--- src/rtl/scan_endpoint.sv ---
// rtl/scan_endpoint.sv - scan chain endpoint with synchronized scan inputs
//
// Purpose:
//   Receives a serial scan stream from an asynchronous scan controller,
//   shifts it through a WIDTH-bit register and latches complete frames onto
//   the project inputs. In capture mode the project outputs are loaded into
//   the same register so they can be shifted out toward the next element.
//
// Ports:
//   clk           system clock, all state updates on its rising edge
//   reset         asynchronous active-high reset
//   sc_clk_in     scan clock (async to clk)
//   sc_data_in    serial scan data, MSB first (async to clk)
//   sc_select_in  1 = capture, 0 = shift (async to clk)
//   sc_latch_in   latch strobe (async to clk)
//   sc_data_out   registered MSB of the shift register
//   proj_out      project outputs, loaded on a capture event
//   proj_in       latched project inputs
//   proj_valid    one-cycle pulse per accepted latch
//   framing_err   sticky, set when a latch arrives on an incomplete frame

module scan_endpoint #(
  parameter int WIDTH       = 8,
  parameter int SYNC_STAGES = 2
) (
  input  logic             clk,
  input  logic             reset,
  input  logic             sc_clk_in,
  input  logic             sc_data_in,
  input  logic             sc_select_in,
  input  logic             sc_latch_in,
  output logic             sc_data_out,
  input  logic [WIDTH-1:0] proj_out,
  output logic [WIDTH-1:0] proj_in,
  output logic             proj_valid,
  output logic             framing_err
);

  localparam int CNT_W = $clog2(WIDTH + 1);
  localparam logic [CNT_W-1:0] CNT_FULL = CNT_W'(WIDTH);

  // Index 0 is the first flop seen by the async input; the top index is the
  // synchronized value used by the logic.
  logic [SYNC_STAGES-1:0] clk_sync;
  logic [SYNC_STAGES-1:0] data_sync;
  logic [SYNC_STAGES-1:0] select_sync;
  logic [SYNC_STAGES-1:0] latch_sync;

  logic clk_s;
  logic data_s;
  logic select_s;
  logic latch_s;

  logic clk_dly;
  logic latch_dly;

  logic clk_rise;
  logic latch_rise;

  logic [WIDTH-1:0] sr;
  logic [WIDTH-1:0] sr_next;
  logic [CNT_W-1:0] cnt;
  logic [CNT_W-1:0] cnt_next;
  logic             latch_ok;
  logic             latch_bad;

  always_ff @(posedge clk or posedge reset) begin
    if (reset) begin
      clk_sync    <= '0;
      data_sync   <= '0;
      select_sync <= '0;
      latch_sync  <= '0;
    end else begin
      clk_sync    <= {clk_sync[SYNC_STAGES-2:0], sc_clk_in};
      data_sync   <= {data_sync[SYNC_STAGES-2:0], sc_data_in};
      select_sync <= {select_sync[SYNC_STAGES-2:0], sc_select_in};
      latch_sync  <= {latch_sync[SYNC_STAGES-2:0], sc_latch_in};
    end
  end

  assign clk_s    = clk_sync[SYNC_STAGES-1];
  assign data_s   = data_sync[SYNC_STAGES-1];
  assign select_s = select_sync[SYNC_STAGES-1];
  assign latch_s  = latch_sync[SYNC_STAGES-1];

  // Delayed copies reset to 0, so a scan input already high when reset is
  // released still yields one event once it has crossed the synchronizer.
  always_ff @(posedge clk or posedge reset) begin
    if (reset) begin
      clk_dly   <= 1'b0;
      latch_dly <= 1'b0;
    end else begin
      clk_dly   <= clk_s;
      latch_dly <= latch_s;
    end
  end

  assign clk_rise   = clk_s & ~clk_dly;
  assign latch_rise = latch_s & ~latch_dly;

  // Shift/capture is resolved first so a latch in the same cycle sees the
  // register and bit count including this cycle's bit.
  always_comb begin
    sr_next  = sr;
    cnt_next = cnt;
    if (clk_rise) begin
      if (select_s) begin
        sr_next  = proj_out;
        cnt_next = '0;
      end else begin
        sr_next = {sr[WIDTH-2:0], data_s};
        // Saturating count: extra shifts are legal, the latch then takes the
        // most recent WIDTH bits.
        if (cnt != CNT_FULL) begin
          cnt_next = cnt + CNT_W'(1);
        end
      end
    end
  end

  assign latch_ok  = latch_rise & (cnt_next == CNT_FULL);
  assign latch_bad = latch_rise & (cnt_next != CNT_FULL);

  always_ff @(posedge clk or posedge reset) begin
    if (reset) begin
      sr          <= '0;
      cnt         <= '0;
      proj_in     <= '0;
      proj_valid  <= 1'b0;
      framing_err <= 1'b0;
      sc_data_out <= 1'b0;
    end else begin
      sr          <= sr_next;
      cnt         <= latch_rise ? '0 : cnt_next;
      proj_valid  <= latch_ok;
      // Registered copy of the next MSB keeps sc_data_out equal to sr's MSB
      // every cycle with no combinational path from any input.
      sc_data_out <= sr_next[WIDTH-1];
      if (latch_ok) begin
        proj_in <= sr_next;
      end
      if (latch_bad) begin
        framing_err <= 1'b1;
      end
    end
  end

endmodule

--- config.mk ---
export PLATFORM = sky130hd
export DESIGN_NAME = scan_endpoint
export DESIGN_NICKNAME = d
export VERILOG_FILES = /design/src/rtl/scan_endpoint.sv
export SDC_FILE = /design/constraint.sdc
export NUM_CORES = 1
export LEC_CHECK = 0
export ABC_AREA = 1
export CAP_MARGIN = 20
export CORE_MARGIN = 5
export CORE_UTILIZATION = 45
export DETAILED_ROUTE_END_ITERATION = 7
export PLACE_DENSITY = 0.74
export SYNTH_ARGS = -nofsm -noshare
export SYNTH_HDL_FRONTEND = slang
export SYNTH_SLANG_ARGS = --single-unit
--- constraint.sdc ---
create_clock -name clk -period 1.7 [get_ports clk]
set_clock_uncertainty 0.05 [all_clocks]
set_input_delay 0.17 -clock clk [delete_from_list [all_inputs] [get_ports clk]]
set_output_delay 0.17 -clock clk [all_outputs]
set_load 0.02 [all_outputs]
==> impl_metrics.csv, run 1 <==
group,metric,value,unit
status,outcome,"complete, no violations",
cells_and_area,fin_cells,213,
route,drt_first_pass_iters,4,
job,drv_cap,0,
synth,ys_ff_latch,32,
die,die_height,64.98,microns
sta,finalMaxSlewViolations,0,
sta,finalHoldViolCount,0,
cells_and_area,regArea,803.3,sq um
power_and_ir_drop,switchingPower,0.0007353,W
synth,synth_common_cells,"nand2_1 (33), dfrtp_1 (32), o21ai_0 (17)",
sta,fin_setup_tns,0,ns
synth,syn_area,0.001360,sq mm
synth,synth_async_sr_flop_share,100.0,%
die,core_area,0.002978,sq mm
sta,tightest_slew,0.3937,ns
cells_and_area,multi_input_area,513.0,sq um
die,die_x,64.98,microns
cells_and_area,nFillCells,254,
route,dr_total_vias,1120,
die,io_pins,25,
synth,synthTopCellsByArea,"dfrtp_1 (59%), nand2_1 (9.1%), o21ai_0 (6.3%)",
route,wl_per_cell,14.28,microns
clocking,cts_tree,"built",
clocking,clock-root-buffer,"clkbuf_4",
clocking,clk_pin_slew,0.10,ns
worst_setup_path,end_kind,"register",
die,initial_core_util,45.67,%
global_route,grt_max_degree,33,
cells_and_area,drive_above_1_share,23.89,%
synth,post_synth.cell_area_avg,9.646,sq um
power_and_ir_drop,seqPwrFrac,44.6,%
clocking,cts_buffer_depth,2,
sta,max_slew_margin,73.75,%
placement,port_buffers,24,
clocking,cts_sinks,32,
die,row_count,20,
cells_and_area,n_antenna_cell,0,
global_route,grt_pass1_vias,994,
clocking,cts_made_buffers,5,
sta,rsz0062_at_grt,"yes",
synth,synth_ff_type,"dfrtp_1",
global_route,gr-total-overflow,0,
cells_and_area,finish.instance_area,0.001812,sq mm
worst_setup_path,critPathLaunchType,"register",
synth,yosysTopAreaCellShare,58.88,%
die,die-area,0.004222,sq mm
placement,dp_hpwl,2.004,mm
cells_and_area,layout.nets,195,
synth,synth.distinct_cells,18,
power_and_ir_drop,combPwrFrac,30.9,%
power_and_ir_drop,leakagePower,0.8352,nW
synth,synth_fp_nets,157,
clocking,insertion_delay,0.33,ns
power_and_ir_drop,power_frac_clock,24.4,%
synth,synth_seq_area_share,58.88,%
route,routed_via_density,5.258,
cells_and_area,syn2layout_area_growth,33.21,%
global_route,grt_antenna_before_repair,0,
sta,final.period_utilization,97.18,%
sta,period_needed,1.652,ns
clocking,htreeDepth,2,
route,totalWireLength,3.041,mm
worst_setup_path,required,1.87,ns
placement,dp_cells,199,
synth,synth-edff-count,0,
worst_setup_path,crit_arrival,1.82,ns
worst_setup_path,path_max_fanout,5,
global_route,grt_usage,15.09,%
power_and_ir_drop,peakVddDrop,0.7736,mV
route,drc,0,
worst_setup_path,path_class,"register to register",
power_and_ir_drop,p_int,0.001533,W
power_and_ir_drop,switching_share,32.41,%
hold_path,hp-class,"input pin to asynchronous set/reset pin",
sta,max_freq,605.3,MHz
route,ant_nets,0,
sta,holdWs,0.1589,ns
synth,yosys.area.top_type,"dfrtp_1",
route,first_iter_violations,51,
sta,setup_violations,0,
synth,syn_inst,141,
power_and_ir_drop,power_density,1252,mW/mm^2
synth,yosys.cell_count.top_type,"nand2_1",
synth,ys.warnings.count,0,
placement,gp_congestion,0.7992,
global_route,grt_pass1_wl,4.692,mm
placement,place_area,0.001642,sq mm
-- cells in the final DEF (no fill, tap or decap), drive strengths merged --
master         instances
clkinv                 4
buf                    8
nand4                  9
dfrtp                 32
bufinv                 1
clkdlybuf4s50         24
ha                     2
nor2                  17
o21ai                 19
clkbuf                 6
nand3                  7
inv                   13
nand2                 38
-- power by group through the flow --
stage / logic (W) / registers, W / clock network (W)
after global routing: 0.000760 / 0.00103 / 0.000615
after floorplan: 0.000220 / 0.00112 / 0
final: 0.000702 / 0.00101 / 0.000554
after global placement: 0.000625 / 0.00101 / 0
after detailed placement: 0.000642 / 0.00102 / 0
after CTS: 0.000657 / 0.00100 / 0.000564
-- final timing paths --
check	slack, ns	from	end	cells past startpoint
max in group asynchronous	1.13	reset	select_sync[1]	3
min reg2reg	0.30	data_sync[0]	data_sync[1]	0
max reg2reg	0.05	cnt[0]	framing_err	12
max	0.05	cnt[0]	framing_err	12
min	0.16	reset	sr[0]	3
min in group clk	0.23	sc_data_in	data_sync[0]	1
-- sequential cells by signal (all words and copies together), names as in the netlist, 2 cells and up --
| register | count |
|---|---|
| latch_sync | 2 |
| clk_sync | 2 |
| sr | 7 |
| select_sync | 2 |
| proj_in | 8 |
| cnt | 4 |
| data_sync | 2 |
-- worst max-delay path, stage by stage (launching register included) --
cell     delay (ns)
dfrtp_1        0.45
inv_2          0.10
ha_4           0.12
nand3_2        0.07
nand2_2        0.10
inv_2          0.04
nand3_2        0.05
nand2_2        0.08
nor2_4         0.20
buf_6          0.13
nand2_1        0.04
nand2_1        0.05
nand2_1        0.06
-- cells by family (layout without fill, tap and decap cells) --
kind of cell               after synthesis  count (layout)  synth area share [%]
AOI/OAI and AO/OA                       19              19                 7.544
adders and majority gates                2               2                 1.840
buffers and inverters                   18              56                 6.532
DFF                                     32              32                 58.88
and+or+nand+nor                         70              71                 25.21
-- through the flow --
step	setup WS, ns	power [W]	util (%)
2_1_floorplan	0.1645	0.001344	-
3_3_place_gp	0.08330	0.001631	55.13
3_5_place_dp	0.002401	0.001662	55.13
4_1_cts	0.005467	0.002225	58.19
5_1_grt	-0.04267	0.002404	60.84
6_report	0.04795	0.002269	60.84
-- routing by layer --
layer  share of wire [%]  GRT usage, %
met2                  50         22.35
met3                 9.7         6.932
met1                  38         18.95
met4                 2.4         6.332
met5                   0             0
-- layout make-up --
class / count / area share (%)
clock buffer: 6 / 2.279
tap: 33 / 2.279
inverter: 15 / 3.384
timing repair buffer: 32 / 17.20
multi-input combinational: 92 / 28.31
sequential: 32 / 44.34
clock inverter: 2 / 1.934
timing repair inverter: 1 / 0.2762
-- timing repair --
item | CTS | global route
endpoints found under the setup margin | 8 | 10
cloned | 0 | 2
setup buffers | 2 | 2
gates resized for setup | 0 | 15
pin swaps | 1 | 10
hold buffers | 0 | 0
Power figures use the tool's default switching activity.
==> inputs of run 2 (changes only) <==
- REMOVE_ABC_BUFFERS: unset -> 1
==> impl_metrics.csv, run 2 (synthesis gave the netlist of run 1 again) <==
group,metric,value,unit
job,drv_cap,0,
power_and_ir_drop,power_density,1161,mW/mm^2
route,dr_total_vias,1124,
worst_setup_path,path_class,"register to register",
die,io_pins,25,
placement,port_buffers,24,
die,row_count,20,
sta,holdWs,0.1610,ns
placement,preCtsSetupSlack,-0.07436,ns
sta,setup_ws,0.01715,ns
die,die_height,64.98,microns
sta,finalMaxSlewViolations,0,
status,outcome,"complete, no violations",
cells_and_area,n_antenna_cell,0,
power_and_ir_drop,leakagePower,0.8723,nW
clocking,clock-root-buffer,"clkbuf_4",
die,core_area,0.002978,sq mm
clocking,cts_sinks,32,
worst_setup_path,required,1.88,ns
worst_setup_path,critPathLaunchType,"register",
placement,gp_congestion,0.7459,
global_route,grt_pass1_vias,1104,
sta,setup_violations,0,
die,initial_core_util,45.67,%
route,ant_nets,0,
worst_setup_path,reg2reg_from,"cnt[0]",
clocking,htreeDepth,2,
global_route,grt_pass1_wl,5.181,mm
sta,max_slew_margin,72.88,%
sta,period_needed,1.683,ns
sta,max_freq,594.2,MHz
route,first_iter_violations,68,
cells_and_area,layout.nets,201,
route,routed_via_density,5.132,
global_route,gr-total-overflow,0,
clocking,postCtsHoldBufs,0,
cells_and_area,largest_reg_flops,8,
worst_setup_path,reg2reg_depth,10,
route,drt_first_pass_iters,4,
sta,rsz0062_at_grt,"yes",
cells_and_area,top_regs,"proj_in x8, sr x7, cnt x4",
clocking,cts_tree,"built",
clocking,cts_buffer_depth,2,
die,die_x,64.98,microns
cells_and_area,syn2layout_area_growth,37.07,%
cells_and_area,drive_above_1_share,26.88,%
global_route,grt_max_degree,33,
sta,final.period_utilization,98.99,%
worst_setup_path,r2r-end,"proj_in[1]",
sta,finalHoldViolCount,0,
worst_setup_path,end_kind,"register",
route,wl_per_cell,13.95,microns
worst_setup_path,r2r_slack,0.02,ns
global_route,grt_usage,16.38,%
power_and_ir_drop,peakVddDrop,0.9141,mV
die,die-area,0.004222,sq mm
placement,dp_hpwl,2.003,mm
route,drc,0,
cells_and_area,final_cell_mix,"nand2_1 (31), dfrtp_1 (31), clkdlybuf4s50_1 (24)",
clocking,insertion_delay,0.34,ns
clocking,cts_made_buffers,5,
route,totalWireLength,3.054,mm
sta,tightest_slew,0.4069,ns
hold_path,hp-class,"input pin to asynchronous set/reset pin",
clocking,clk_pin_slew,0.10,ns
worst_setup_path,crit_arrival,1.86,ns
worst_setup_path,path_max_fanout,9,
global_route,grt_antenna_before_repair,0,
cells_and_area,largest_register,"proj_in",
run 2: cell types whose count changed in the layout (fill, tap and decap cells not counted), moves of 2 or more:
cell     change
nor2_1       -2
nand3_2      -2
nand2_2      -2
buf_4        +9
run 2: report_power, final:
part / leakage [nW] / switching, W / internal (W) / total (W)
sequential: 0.384 / 0.0000855 / 0.000909 / 0.000994
clock: 0.0380 / 0.000258 / 0.000196 / 0.000454
combinational: 0.451 / 0.000382 / 0.000334 / 0.000717
run 2: cell type report:
cell class,count,area [sq um]
fill,252,1114
clock buffer,6,51.30
tap,33,41.29
clock inverter,2,10.01
inverter,15,61.31
sequential,32,802.0
timing repair buffer,40,367.9
multi-input combinational,91,530.5
run 2: worst max-delay path by stage:
stage / startpoint / end / cells after the start
global route: cnt[0] / proj_in[0] / 10
floorplan: cnt[0] / proj_in[0] / 11
CTS: cnt[1] / proj_in[1] / 11
finish: cnt[0] / proj_in[1] / 10
global placement: cnt[1] / proj_in[0] / 11
detailed placement: cnt[0] / proj_in[4] / 11
run 2: through the flow:
step | utilization (%) | total power [W] | instances | TNS [ns] | instance area [sq um]
floorplan | - | 0.001336 | 138 | 0 | 1330
global placement | 55.38 | 0.001632 | 200 | 0 | 1649
detailed placement | 55.38 | 0.001653 | 200 | -0.4593 | 1649
CTS | 58.99 | 0.002140 | 214 | 0 | 1757
global route | 62.61 | 0.002312 | 219 | -0.4230 | 1864
finish | 62.61 | 0.002165 | 219 | 0 | 1864
run 2: layer usage:
metal	wire length [microns]	GRT usage (%)	part of all wire (%)	vias to the layer above
met1	1310	21.05	43	546
met5	0	0	0	-
met3	175	7.106	5.7	9
li1	-	-	-	540
met4	86	7.388	2.8	0
met2	1482	23.75	49	29
run 2: what timing repair did:
| item | 4_1_cts | 5_1_grt |
|---|---|---|
| endpoints found under the setup margin | 8 | 10 |
| pin swaps | 1 | 7 |
| gates resized for setup | 1 | 18 |
| buffers inserted | 6 | 5 |
run 2: critical path, cell delays in order (launching register included):
cell and delay [ns]:
dfrtp_1 0.43, buf_6 0.14, ha_4 0.16, nor2_4 0.11
nor2_2 0.05, nand2_2 0.10, o21ai_4 0.08, nor2_4 0.17
nand3_4 0.14, nand2_1 0.09, nand2_1 0.05
